<file path="src/rtl/note_sequencer.sv">
// rtl/note_sequencer.sv - record/playback sequencer between key encoder and tone generator
// Live codes are debounced on a free-running tick; events are (code, duration-in-ticks) pairs.
module note_sequencer #(
  parameter int DEPTH     = 64,
  parameter int DUR_W     = 16,
  parameter int TICK_DIV  = 50000,
  parameter int DEB_TICKS = 10
) (
  input  logic                         clk,
  input  logic                         rst_n,
  input  logic [4:0]                   key_code,
  input  logic                         rec_n,
  input  logic                         play_n,
  input  logic                         stop_n,
  output logic [4:0]                   note_out,
  output logic [1:0]                   state_out,
  output logic                         full,
  output logic [$clog2(DEPTH+1)-1:0]   evt_count
);

  localparam int CW  = $clog2(DEPTH+1);
  localparam int AW  = (DEPTH > 1) ? $clog2(DEPTH) : 1;
  localparam int TW  = (TICK_DIV > 1) ? $clog2(TICK_DIV) : 1;
  localparam int DBW = $clog2(DEB_TICKS+1);
  localparam int EW  = 5 + DUR_W;
  localparam logic [4:0] SILENCE = 5'b11111;

  typedef enum logic [1:0] {S_IDLE = 2'b00, S_REC = 2'b01, S_PLAY = 2'b10} state_t;

  state_t            state;
  logic [4:0]        key_s1, key_s2;
  logic [2:0]        btn_s1, btn_s2, btn_d;
  logic [2:0]        press;
  logic              stop_p, rec_p, play_p;
  logic [TW-1:0]     tick_cnt;
  logic              tick;
  logic [4:0]        cand, stable;
  logic [DBW-1:0]    deb_cnt, deb_next;
  logic              chg;
  logic [4:0]        cur_code;
  logic [DUR_W-1:0]  dur, dur_plus, pdur, pcnt;
  logic [AW-1:0]     addr, rd_addr;
  logic              pload;
  logic [EW-1:0]     mem [DEPTH];
  logic [EW-1:0]     rd_data, wr_data;
  logic              wr_en, rd_en, sat, rec_close, full_hit, last, pdone, idle_rec, play_go;

  // Buttons packed as {stop, rec, play}; a press is a falling edge of the synchronised level.
  always_ff @(posedge clk or negedge rst_n) begin
    if (!rst_n) begin
      key_s1 <= SILENCE;
      key_s2 <= SILENCE;
      btn_s1 <= 3'b111;
      btn_s2 <= 3'b111;
      btn_d  <= 3'b111;
    end else begin
      key_s1 <= key_code;
      key_s2 <= key_s1;
      btn_s1 <= {stop_n, rec_n, play_n};
      btn_s2 <= btn_s1;
      btn_d  <= btn_s2;
    end
  end

  assign press  = btn_d & ~btn_s2;
  assign stop_p = press[2];
  assign rec_p  = press[1];
  assign play_p = press[0];
  assign tick   = (tick_cnt == TW'(TICK_DIV-1));

  always_ff @(posedge clk or negedge rst_n) begin
    if (!rst_n) tick_cnt <= '0;
    else        tick_cnt <= tick ? '0 : tick_cnt + 1'b1;
  end

  always_comb begin
    deb_next = DBW'(1);
    if (key_s2 == cand)
      deb_next = (deb_cnt == DBW'(DEB_TICKS)) ? deb_cnt : deb_cnt + 1'b1;
  end

  always_ff @(posedge clk or negedge rst_n) begin
    if (!rst_n) begin
      cand    <= SILENCE;
      stable  <= SILENCE;
      deb_cnt <= '0;
      chg     <= 1'b0;
    end else begin
      chg <= 1'b0;
      if (tick) begin
        cand    <= key_s2;
        deb_cnt <= deb_next;
        if (deb_next >= DBW'(DEB_TICKS) && key_s2 != stable) begin
          stable <= key_s2;
          chg    <= 1'b1;
        end
      end
    end
  end

  // A change, saturation and stop landing together close the event with a single write.
  always_comb begin
    dur_plus  = tick ? dur + 1'b1 : dur;
    sat       = tick && (dur_plus == '1);
    rec_close = (state == S_REC) && (chg || sat || stop_p);
    wr_en     = rec_close && (dur_plus != '0);
    wr_data   = {cur_code, dur_plus};
    full_hit  = wr_en && (evt_count == CW'(DEPTH-1));
    idle_rec  = !stop_p && rec_p;
    play_go   = !stop_p && !rec_p && play_p && (evt_count != '0);
    last      = (CW'(addr) == evt_count - 1'b1);
    pdone     = (state == S_PLAY) && !pload && tick && ((pcnt + 1'b1) == pdur);
    rd_en     = ((state == S_IDLE) && play_go) || (pdone && !last);
    rd_addr   = (state == S_IDLE) ? '0 : addr + 1'b1;
  end

  always_ff @(posedge clk) begin
    if (wr_en) mem[evt_count[AW-1:0]] <= wr_data;
  end

  always_ff @(posedge clk) begin
    if (rd_en) rd_data <= mem[rd_addr];
  end

  always_ff @(posedge clk or negedge rst_n) begin
    if (!rst_n) begin
      state     <= S_IDLE;
      note_out  <= SILENCE;
      full      <= 1'b0;
      evt_count <= '0;
      cur_code  <= SILENCE;
      dur       <= '0;
      addr      <= '0;
      pcnt      <= '0;
      pdur      <= '0;
      pload     <= 1'b0;
    end else begin
      case (state)
        S_IDLE: begin
          note_out <= stable;
          if (idle_rec) begin
            state     <= S_REC;
            evt_count <= '0;
            full      <= 1'b0;
            cur_code  <= stable;
            dur       <= '0;
          end else if (play_go) begin
            state <= S_PLAY;
            addr  <= '0;
            pload <= 1'b1;
          end
        end
        S_REC: begin
          note_out <= stable;
          dur      <= rec_close ? '0 : dur_plus;
          if (chg)   cur_code  <= stable;
          if (wr_en) evt_count <= evt_count + 1'b1;
          if (full_hit) begin
            full  <= 1'b1;
            state <= S_IDLE;
          end else if (stop_p) begin
            state <= S_IDLE;
          end
        end
        S_PLAY: begin
          if (stop_p) begin
            state    <= S_IDLE;
            note_out <= stable;
            pload    <= 1'b0;
          end else if (pload) begin
            note_out <= rd_data[EW-1:DUR_W];
            pdur     <= rd_data[DUR_W-1:0];
            pcnt     <= '0;
            pload    <= 1'b0;
          end else if (tick) begin
            if (pdone) begin
              if (last) begin
                state <= S_IDLE;
              end else begin
                addr  <= addr + 1'b1;
                pload <= 1'b1;
              end
            end else begin
              pcnt <= pcnt + 1'b1;
            end
          end
        end
        default: state <= S_IDLE;
      endcase
    end
  end

  assign state_out = state;

endmodule

</file>
<file path="config.mk">
export PLATFORM = sky130hd
export DESIGN_NAME = note_sequencer
export DESIGN_NICKNAME = d
export VERILOG_FILES = /design/src/rtl/note_sequencer.sv
export SDC_FILE = /design/constraint.sdc
export NUM_CORES = 2
export LEC_CHECK = 0
export ABC_AREA = 0
export CAP_MARGIN = 20
export CORE_MARGIN = 5
export CORE_UTILIZATION = 30
export CTS_BUF_LIST = sky130_fd_sc_hd__clkbuf_2 sky130_fd_sc_hd__clkbuf_4 sky130_fd_sc_hd__clkbuf_8
export DETAILED_ROUTE_END_ITERATION = 7
export GPL_ROUTABILITY_DRIVEN = 0
export GPL_TIMING_DRIVEN = 0
export HOLD_SLACK_MARGIN = 0.02
export SLEW_MARGIN = 20
export SYNTH_ARGS = -nofsm -noshare
export SYNTH_HDL_FRONTEND = slang
export SYNTH_SLANG_ARGS = --single-unit
</file>
<file path="constraint.sdc">
create_clock -name clk -period 6.51 [get_ports clk]
set_clock_uncertainty 0.1 [all_clocks]
set_input_delay 0.9765 -clock clk [delete_from_list [all_inputs] [get_ports clk]]
set_output_delay 0.9765 -clock clk [all_outputs]
set_load 0.01 [all_outputs]
</file>
==> summary.md <==
| Metric | Value |
|---|---|
| Peak Freq | `~0.15 GHz` |
| Buffers on Ports | `24` |
| GR Util met2 | `29.1%` |
| Vias | `42465` |
| Mapped cell area | `about 61000 um^2` |
| Status | `finished, violations left` |
| Synth Area per Inst | `roughly 14 um^2` |
| GRT Residual Overflow | `0` |
| Final #Nets | `4865` |
| Layout area overhead | `18.3%` |
| Vias in the first global route | `40320` |
| CTS tree | `yes` |
| Yosys reg bits | `1490` |
| Grt peak-use layer | `met2` |
| Top_reg_cell synth | `edfxtp_1` |
| Hold path start | `btn_s1[2]` |
| Final Non-Filler Cells | `7709` |
| Peak VDD IR | `0.000214 V` |
| Num CTS Buffers | `231` |
| Post-CTS sizing | `0` |
| Slew Viols, Final | `0` |
| Setup TNS | `-20.6 ps` |
| Failing checks | `DRC, setup timing` |
| Met1 Use GR | `25.1%` |
| Clock tree buffer depth | `3` |
| Crit. End Element | `flip-flop` |
| RSZ-0062 raised after global routing | `no` |
| Max-Cap Viols | `0` |
| Tot GR Track Use | `19.6%` |
| Final Hold Fails | `0` |
| Sequential-to-total area share from yosys stat | `72.5%` |
| Row Count | `165` |
| Cell variety after synth | `between 70 and 80` |
| Final min period | `6530 ps` |
| Synth Net Count | `4377` |
| Final WS setup | `-20.6 ps` |
| Hold Crit Class | `flip-flop to flip-flop` |
| Data required, critical path | `7030 ps` |
| Post-DP HPWL | `about 150000 um` |
| Routed len/inst | `around 28 um` |
| EDFF count, synth | `1365` |
| Worst-margin pin slew | `~1300 ps` |
| Iteration-0 DRC Markers | `6566` |
| Slew margin rel. | `14.9%` |
| Cell count after synthesis | `between 4000 and 5000` |
| Root Driver | `clkbuf_8` |
| Post-DRT Antenna Nets | `0` |
| Worst-path clk slew | `about 70 ps` |
| Pwr dens | `272 nW/um^2` |
| Ys Warns | `0` |
| Average vias per placed instance | `5.51` |
| Die ar. | `212000 um^2` |
| Met3 Use GR | `6.57%` |
| Async SR Flop Fraction | `8.39%` |
| Die height | `461 um` |
| Worst reg2reg startpoint | `state_out[0]` |
| Share of layout cells above drive strength 1 | `16.4%` |
| Core area | `202000 um^2` |
| Largest net degree at the start of global routing | `74` |
| Leak pwr | `0.0219 uW` |
| # DRC | `47` |
| Crit Path Class | `flip-flop to flip-flop` |
| Worst Setup SP | `state_out[0]` |
| Cells after DPL | `7283` |
| Final setup fails | `1` |
| Initial antenna violation count | `7` |
| Drt pass-1 iters | `8` |
| Chip width | `461 um` |
| Crit-path max FO | `10` |
| Top-Level Pins | `25` |
| Initial Utilization | `30.1%` |
| Crit path launch type | `flip-flop` |
| Crit path arrival time | `7050 ps` |
| First-pass GRT wire length | `299000 um` |
| Clock Latency Late Sink | `990 ps` |
| Tcrit/Tclk final | `100%` |
| Layout fillers | `19174` |
| Clock sink total | `1490` |
| Place WS | `473 ps` |
| Final wirelength | `214000 um` |
| H-Tree Level Count | `4` |
routing by layer:
layer  vias up  wire [um]
met5         -         13
met4         2      15000
met3       650      28000
met2      2889      91400
met1     21285      79600
li1      17639          -
cell type report:
| class | count | area, um^2 | area share [%] |
|---|---|---|---|
| diodes | 5 | 12.5 | 0.0174 |
| clock buffers | 317 | 3920 | 5.44 |
| repair buffers | 255 | 2710 | 3.76 |
| plain buffers | 312 | 1210 | 1.67 |
| multi-input cells | 2541 | 16000 | 22.2 |
| clock inverters | 102 | 633 | 0.879 |
| well taps | 2672 | 3340 | 4.64 |
| flip-flops and latches | 1490 | 44200 | 61.3 |
| inverters | 15 | 58.8 | 0.0816 |
what timing repair did:
action,4_1_cts,5_1_grt
hold buffers,1,0
buffers inserted,0,0
endpoints found under the setup margin,0,0
endpoints found under the hold margin,37,0
synth_stat cells (43+ instances only):
cell type,instances,area [um^2]
a211oi_1,62,465
a21oi_1,70,350
a221oi_1,45,394
a311oi_1,88,771
a31oi_1,50,313
buf_1,58,218
clkbuf_1,236,886
dfrtp_1,86,2150
edfxtp_1,1365,41000
mux2i_1,203,2030
mux4_2,43,968
nand2_1,845,3170
nand3_1,421,2110
nor2_1,68,255
nor3_1,86,430
o21ai_0,65,325
o22ai_1,77,482
xnor2_1,45,394
path summary, 6_finish.rpt:
check | to | depth (start not counted) | slack (ps)
max in group asynchronous | btn_d[1] | 3 | 5120
worst max-delay path | rd_data[18] | 11 | -20
worst min-delay path | btn_s2[2] | 0 | 240
min in group asynchronous | dur[13] | 2 | 450
worst min register to register | btn_s2[2] | 0 | 240
worst max register to register | rd_data[18] | 11 | -20
critical path, cell delays in order (launching register included):
cell      delay [ps]
dfrtp_1          370
clkbuf_1         290
or2_2            360
clkbuf_1         400
nand2_1          370
clkbuf_1         450
clkbuf_1         680
clkbuf_1         760
buf_1            990
a211oi_1         360
a31oi_1          700
a21oi_1          330
power breakdown:
group	switching, uW	total (uW)	internal [uW]
Sequential	4.82	10300	10300
Clock	3760	7880	4120
Combinational	1030	1420	383
through the flow:
stage / hold WS, ps / power (uW) / util, % / area, um^2
2_1_floorplan: 245 / 11300 / - / 60900
3_3_place_gp: 249 / 11800 / 31.9 / 64500
3_5_place_dp: 248 / 11900 / 33.4 / 67500
4_1_cts: 240 / 19600 / 35.6 / 72000
5_1_grt: 248 / 20200 / 35.6 / 72100
6_report: 244 / 19600 / 35.7 / 72100
cell families after synthesis:
| family | after synthesis | share of synthesized area [%] |
|---|---|---|
| muxes | 274 | 5.45 |
| AOI/OAI and AO/OA | 569 | 6.67 |
| xor gates and xnor gates | 72 | 1.04 |
| DFF | 1490 | 72.5 |
| buffers and inverters | 327 | 2.06 |
| and+or+nand+nor | 1617 | 12.1 |
| adders and majority gates | 9 | 0.185 |
sequential cells by signal (all words and copies together) (netlist names), 2 cells and up:
register and flops:
addr 6, btn_d 3, btn_s1 3, btn_s2 3
cand 5, cur_code 5, deb_cnt 4, dur 16
evt_count 7, key_s1 5, key_s2 5, mem 1344
note_out 5, pcnt 16, pdur 16, rd_data 21
stable 5, state_out 2, tick_cnt 16
placed cells by master, fill, tap and decap left out, drive strengths merged, types with 77 or more instances in the layout:
| cell type | synthesis | final |
|---|---|---|
| edfxtp | 1365 | 1365 |
| nand2 | 846 | 846 |
| clkbuf | 236 | 554 |
| nand3 | 424 | 424 |
| buf | 76 | 306 |
| mux2i | 203 | 203 |
| a311oi | 88 | 88 |
| clkinv | 0 | 88 |
| dfrtp | 86 | 86 |
| nor3 | 86 | 86 |
| o22ai | 77 | 77 |
No activity file was read; power rests on OpenSTA's default activity.
